==> src/rtl/imem_ctrl.sv <==
// imem_ctrl: instruction memory controller sitting between a boot loader, the
//   fetch stage and a synchronous single-port instruction RAM.
// Latency: loader writes reach the RAM in the cycle they are offered; fetch
//   results appear one cycle after acceptance (RAM read latency).
// Backpressure: loader writes always win the RAM port; a fetch that loses
//   arbitration, arrives outside RUN, or is out of range sees stall=1.
//
// Ports:
//   clk, rst          rising-edge clock, synchronous active-high reset
//   fetch_req/addr    fetch request and byte address
//   fetch_valid/instr one-cycle-delayed fetch result (NOP when not valid)
//   stall             fetch request not accepted this cycle
//   ld_valid/ready    loader write handshake
//   ld_addr/data/last loader byte address, word and end-of-image marker
//   mem_we/addr/wdata RAM write strobe, word index, write data
//   mem_rdata         RAM read data, valid the cycle after mem_addr
//   run/fault         decoded state
//   ld_err            sticky out-of-range load flag
//   ld_count          words written to the RAM (saturating)
module imem_ctrl #(
  parameter int              SIZE         = 32,
  parameter logic [SIZE-1:0] BASE_ADDRESS = 32'h0000_0000,
  parameter int              MEM_SIZE     = 256,
  localparam int             AW           = $clog2(MEM_SIZE)
) (
  input  logic            clk,
  input  logic            rst,

  // fetch side
  input  logic            fetch_req,
  input  logic [SIZE-1:0] fetch_addr,
  output logic            fetch_valid,
  output logic [SIZE-1:0] fetch_instr,
  output logic            stall,

  // loader side
  input  logic            ld_valid,
  output logic            ld_ready,
  input  logic [SIZE-1:0] ld_addr,
  input  logic [SIZE-1:0] ld_data,
  input  logic            ld_last,

  // memory side
  output logic            mem_we,
  output logic [AW-1:0]   mem_addr,
  output logic [SIZE-1:0] mem_wdata,
  input  logic [SIZE-1:0] mem_rdata,

  // status
  output logic            run,
  output logic            fault,
  output logic            ld_err,
  output logic [AW:0]     ld_count
);

  typedef enum logic [1:0] {
    BOOT  = 2'd0,
    RUN   = 2'd1,
    FAULT = 2'd2
  } state_t;

  localparam logic [SIZE-1:0] NOP       = SIZE'(32'h0000_0013);
  localparam logic [SIZE-1:0] MEM_LIMIT = SIZE'(MEM_SIZE);
  localparam logic [AW:0]     LD_MAX    = (AW+1)'(MEM_SIZE);

  state_t          state, state_nxt;
  logic [AW:0]     ld_count_nxt;
  logic            ld_err_nxt;
  logic            fetch_valid_nxt;

  // Address decode: offsets are taken modulo 2^SIZE, so addresses below
  // BASE_ADDRESS wrap to huge offsets and fall out of range naturally.
  logic [SIZE-1:0] ld_off, fetch_off;
  logic [AW-1:0]   ld_idx, fetch_idx;
  logic            ld_in_range, fetch_in_range;

  assign ld_off         = ld_addr - BASE_ADDRESS;
  assign fetch_off      = fetch_addr - BASE_ADDRESS;
  assign ld_idx         = ld_off[AW+1:2];
  assign fetch_idx      = fetch_off[AW+1:2];
  assign ld_in_range    = (ld_off[1:0] == 2'b00) && ((ld_off >> 2) < MEM_LIMIT);
  assign fetch_in_range = (fetch_off[1:0] == 2'b00) && ((fetch_off >> 2) < MEM_LIMIT);

  // Next-state and output decode
  always_comb begin
    state_nxt       = state;
    ld_count_nxt    = ld_count;
    ld_err_nxt      = ld_err;
    fetch_valid_nxt = 1'b0;
    ld_ready        = 1'b0;
    stall           = fetch_req;
    mem_we          = 1'b0;
    mem_addr        = '0;
    mem_wdata       = '0;

    // While rst is high nothing is accepted, so no RAM write can slip
    // through in the reset cycle.
    if (!rst) begin
      unique case (state)
        BOOT: begin
          ld_ready = 1'b1;
          if (ld_valid && ld_last) begin
            state_nxt = RUN;
          end
        end

        RUN: begin
          ld_ready = 1'b1;
          // A pending loader write owns the RAM port; the fetch stays stalled.
          if (!ld_valid && fetch_req) begin
            if (fetch_in_range) begin
              stall           = 1'b0;
              mem_addr        = fetch_idx;
              fetch_valid_nxt = 1'b1;
            end else begin
              state_nxt = FAULT;
            end
          end
        end

        FAULT: begin
          // Terminal until reset: loader blocked, every fetch stalled.
        end

        default: begin
          state_nxt = BOOT;
        end
      endcase

      // Loader handshake, common to BOOT and RUN
      if (ld_valid && ld_ready) begin
        if (ld_in_range) begin
          mem_we    = 1'b1;
          mem_addr  = ld_idx;
          mem_wdata = ld_data;
          if (ld_count != LD_MAX) begin
            ld_count_nxt = ld_count + 1'b1;
          end
        end else begin
          ld_err_nxt = 1'b1;
        end
      end
    end
  end

  // State register
  always_ff @(posedge clk) begin
    if (rst) begin
      state       <= BOOT;
      ld_count    <= '0;
      ld_err      <= 1'b0;
      fetch_valid <= 1'b0;
    end else begin
      state       <= state_nxt;
      ld_count    <= ld_count_nxt;
      ld_err      <= ld_err_nxt;
      fetch_valid <= fetch_valid_nxt;
    end
  end

  assign fetch_instr = fetch_valid ? mem_rdata : NOP;
  assign run         = (state == RUN);
  assign fault       = (state == FAULT);

endmodule

==> config.mk <==
export PLATFORM = sky130hd
export DESIGN_NAME = imem_ctrl
export DESIGN_NICKNAME = d
export VERILOG_FILES = /design/src/rtl/imem_ctrl.sv
export SDC_FILE = /design/constraint.sdc
export NUM_CORES = 1
export LEC_CHECK = 0
export CORE_MARGIN = 8
export CORE_UTILIZATION = 25
export DETAILED_ROUTE_END_ITERATION = 12
export PLACE_DENSITY = 0.92
export SYNTH_ARGS = -nofsm -noshare
export SYNTH_HDL_FRONTEND = slang
export SYNTH_SLANG_ARGS = --single-unit
==> constraint.sdc <==
create_clock -name clk -period 3 [get_ports clk]
set_input_delay 0.45 -clock clk [delete_from_list [all_inputs] [get_ports clk]]
set_output_delay 0.45 -clock clk [all_outputs]
set_load 0.02 [all_outputs]
# Yosys cells after proc, flatten, opt, wreduce, memory -nomap -nowiden
# Index checks and enable logic that the tools add are counted.
# word_totals
regBits	13
output_inout_bits	88
wordCells	56
in_bits	133
# classes
order_cmp	2
add_sub_neg	1
eq_ne	6
bitwise_logic	4
reduce_logical	14
mux	25
# ops
cell	count
two-way mux 32 bit	4
< comparator 30 x 9 -> 1 bit, second input constant	2
two-way mux 8 bit	6
two-way mux 1 bit	11
adder 9 x 1 -> 9 bit, second input constant	1
!= test 9 bit, second input constant	1
logical NOT 2 bit	3
two-way mux 2 bit	3
case mux 2 bit (3 select lines)	1
logical AND 1 bit	5
!= test 2 bit, second input constant	2
inverter 1 bit	4
AND reduction 4 bit	1
AND reduction 3 bit	1
OR reduction 3 bit	1
equality test 2 x 1 -> 1 bit, second input constant	1
equality test 2 bit, second input constant	1
!= test 2 x 1 -> 1 bit, second input constant	1
AND reduction 2 bit	1
OR reduction 2 bit	1
logical NOT 1 bit	1

# Logic depth before layout (Yosys ltp)
# logic_depth
ltp_word	8
ltp_mapped	6
ltp_nobuf	6

# Least setup slack after synthesis
# No wires, ideal clock.
# synth_path
kind	input port to output port
startpoint	input port fetch_addr[20]
endpoint	output port mem_addr[0]
slack_ps	857
path_buffers	0
required_time_ps	2550
arrival_time_ps	1693
path_stages	4
path_cell_list	nor4_1 > nand4_1 > nor4_4 > a22o_1
# synth_between
elab_chain_cells	8
# synth_lines
item	line_no	source
start: declaration	31	input logic [SIZE-1:0] fetch_addr,
< comparator 30 x 9 -> 1 bit (*)	82	assign fetch_in_range = (fetch_off[1:0] == 2'b00) && ((fetch_off >> 2) < MEM_LIMIT);
logical AND 1 bit (*)	82	
two-way mux 8 bit (*)	111	if (fetch_in_range) begin
two-way mux 8 bit (*)	110	if (!ld_valid && fetch_req) begin
two-way mux 8 bit (*)	99	unique case (state)
two-way mux 8 bit	132	if (ld_in_range) begin
two-way mux 8 bit (*)	131	if (ld_valid && ld_ready) begin
two-way mux 8 bit (*)	98	if (!rst) begin
end: declaration	45	output logic [AW-1:0] mem_addr,
# Every way passes the cells marked *; elsewhere a longest branch is shown, timed or not.

# Worst setup path after layout
# layout_path
startpoint	input port fetch_addr[15]
endpoint	output port mem_addr[2]
# Same word-level chain as after synthesis.

==> results.txt <==
Outcome -> finished clean
Critical Path RT -> 2.55 ns
Final Critical Period -> 2.89 ns
Overflow after GRT -> 0
Final WS setup -> 0.112 ns
Top_reg_cell synth -> dfxtp_1
Post-synth top cells -> and2_1 (62), dfxtp_1 (13), a21oi_1 (8), a22o_1 (8)
Worst Hold Depth -> 2
RR Endpoint -> ld_count[8]$_SDFFE_PP0P_
GRT Util Overall -> 20.5%
Worst-path clk slew -> 0.06 ns
HPWL Detailed -> 8270 µm
R2R setup slack -> 1.31 ns
Register area share after synthesis -> 18.6%
Static Leakage -> 1.63 nW
Longest Clk Path Bufs -> 2
Number of global-route vias before repair -> 2280
Share of cells above drive strength 1 -> 8.09%
RSZ-0062 raised after global routing -> false
Max FO, Critical Path -> 9
Top post-synthesis cells by area -> and2_1 (28%), dfxtp_1 (19%), a22o_1 (5.0%)
Syn Nets -> 315
Worst r2r src -> ld_count[1]$_SDFFE_PP0P_
EDFF count, synth -> 0
YS warnings -> 0
Fmax -> 346 MHz
Post-Place Worst Slack -> -0.168 ns
Initial Util -> 25.6%
I/O Buffers -> 220
Setup-failing EPs final -> 0
Nets -> 544
DRC -> 0
Fillers -> 470
# IOs -> 221
Crit share post-route -> 96.3%
Average size of a mapped cell -> 7.77 µm²
Synthesis-to-layout area growth -> 170%
Diode count -> 0
DRT iter0 DRCs -> 47
CP Capture Type -> output pin
Rows -> 27
Max cap viols -> 0
Hold Path Class -> reg2reg
Design area -> 0.00378 mm²
Mapped cell area -> 0.00140 mm²
Initial antenna violation count -> 0
WP data arrival -> 2.44 ns
Antenna-violating nets left -> 0
First-pass GRT wire length -> 13400 µm
Area leader, netlist -> and2_1
Final core utilization -> 69.1%
#FFs+latches synth -> 13
Slew margin rel. -> 50.0%
CP Class -> in2out
CTS H-tree lvls -> 1
CTS Sinks -> 13
Die area -> 0.00824 mm²
Worst vdd ir -> 0.000144 V
Post-Route Skew -> 0.00362 ns
Async S/R FF share, synth -> 0%
Final Routed Wirelength -> 9260 µm
Core region area -> 0.00547 mm²
Die extent in y -> 90.8 µm
Most frequent cell after synthesis -> and2_1
Worst-Margin Slew -> 0.749 ns
Placement Cell Area -> 0.00376 mm²
Mapped Cells -> 180
WL/cell -> 19.3 µm
Final Hold Viols -> 0
Via Count -> 2207
PwrDens -> 146 mW/mm²
Slew Viols, Final -> 0
Via-to-Cell Ratio -> 4.60
Cell count of the worst reg-to-reg path -> 5
Share of the synthesized area in the top cell type -> 27.7%
Setup crit start kind -> input port
CTS tree -> built
Root buffer cell -> clkbuf_8
GP Congestion -> 0.842
Min-Delay Startpoint -> ld_err$_SDFFE_PP0P_
Distinct cells, synth -> 34
Clock Latency Late Sink -> 0.24 ns
Detailed Routing Iterations Pass 1 -> 4
Post-CTS Hold Buffers -> 0
Largest net degree at the start of global routing -> 42
Chip width -> 90.8 µm
WHS Endpoint -> ld_err$_SDFFE_PP0P_
TritonCTS Buffers -> 3
Tot Pwr -> 0.000554 W
## how the worst max path moves through the flow
| stage | startpoint | end | slack [ns] | depth (start not counted) |
|---|---|---|---|---|
| 2_1_floorplan | fetch_addr[20] | mem_addr[0] | 0.86 | 4 |
| 3_3_place_gp | ld_addr[20] | mem_wdata[29] | -0.10 | 7 |
| 3_5_place_dp | fetch_addr[21] | mem_addr[0] | -0.17 | 7 |
| 4_1_cts | ld_addr[20] | mem_we | 0.03 | 6 |
| 5_1_grt | fetch_addr[15] | mem_addr[2] | 0.02 | 7 |
| 6_report | fetch_addr[15] | mem_addr[2] | 0.11 | 7 |
## layer usage
metal  share of wire, %  global-route usage (%)
met5                  0                       0
met4                1.1                    3.96
met3                8.9                    7.40
met2                 53                    39.5
met1                 37                    20.6
## cell type report
type	instances	area (µm²)	area share, %
clock buffer	4	45.0	1.19
inverter	4	15.0	0.397
multi-input combinational	153	1100	29.1
sequential	13	260	6.88
tap	72	90.1	2.38
timing repair buffer	234	2270	60.0
## state kept, by name, summed over array words and instances (netlist names)
name and count:
state 2, fetch_valid 1, ld_err 1, ld_count 9
## through the flow
| step | hold slack [ns] | cells | setup TNS (ns) |
|---|---|---|---|
| 2_1_floorplan | 0.505 | 180 | 0 |
| 3_3_place_gp | 0.451 | 475 | -1.57 |
| 3_5_place_dp | 0.440 | 475 | -4.40 |
| 4_1_cts | 0.449 | 480 | 0 |
| 5_1_grt | 0.474 | 480 | 0 |
| 6_report | 0.445 | 480 | 0 |
## critical path, stage by stage
cell             delay (ns)
clkdlybuf4s50_1        0.41
nor4_1                 0.31
nand4_1                0.23
nor4_4                 0.30
buf_4                  0.22
a22o_1                 0.17
dlygate4sd2_1          0.36
## cells by family after synthesis
kind of cell | Yosys count | share of synthesized area, %
multiplexers | 4 | 3.22
AO/OA/AOI/OAI | 25 | 12.4
buffers and inverters | 14 | 4.20
flip-flops | 13 | 18.6
adder cells (fa/ha/maj) | 2 | 1.79
AND/OR/NAND/NOR | 122 | 59.8
## power by group
part	total, W	internal, W	switching [W]
clock network	0.000155	0.0000937	0.0000612
registers	0.000177	0.000175	0.00000191
logic	0.000222	0.000170	0.0000520
total	0.000554	0.000439	0.000115
## placed cells by master, fill, tap and decap left out, drive strengths merged, types with 2 or more instances in the layout
cell	n
and2	62
nor4	13
a22o	8
buf	14
clkdlybuf4s50	178
nand4	9
o31ai	3
mux2	4
nand2b	6
dlygate4sd2	41
a21oi	8
dfxtp	13
and3	2
or3	2
nor2b	7
clkbuf	4
nand2	5
nor3	4
ha	2
inv	4
nor2	5
nor4b	2
o211ai	2
o21ai	3
## what timing repair did
action | 4_1_cts | 5_1_grt
resized for setup | 42 | 2
pin swaps | 1 | 0
setup buffers | 1 | 0
endpoints found under the setup margin | 42 | 7
(Power assumes the default switching activity.)
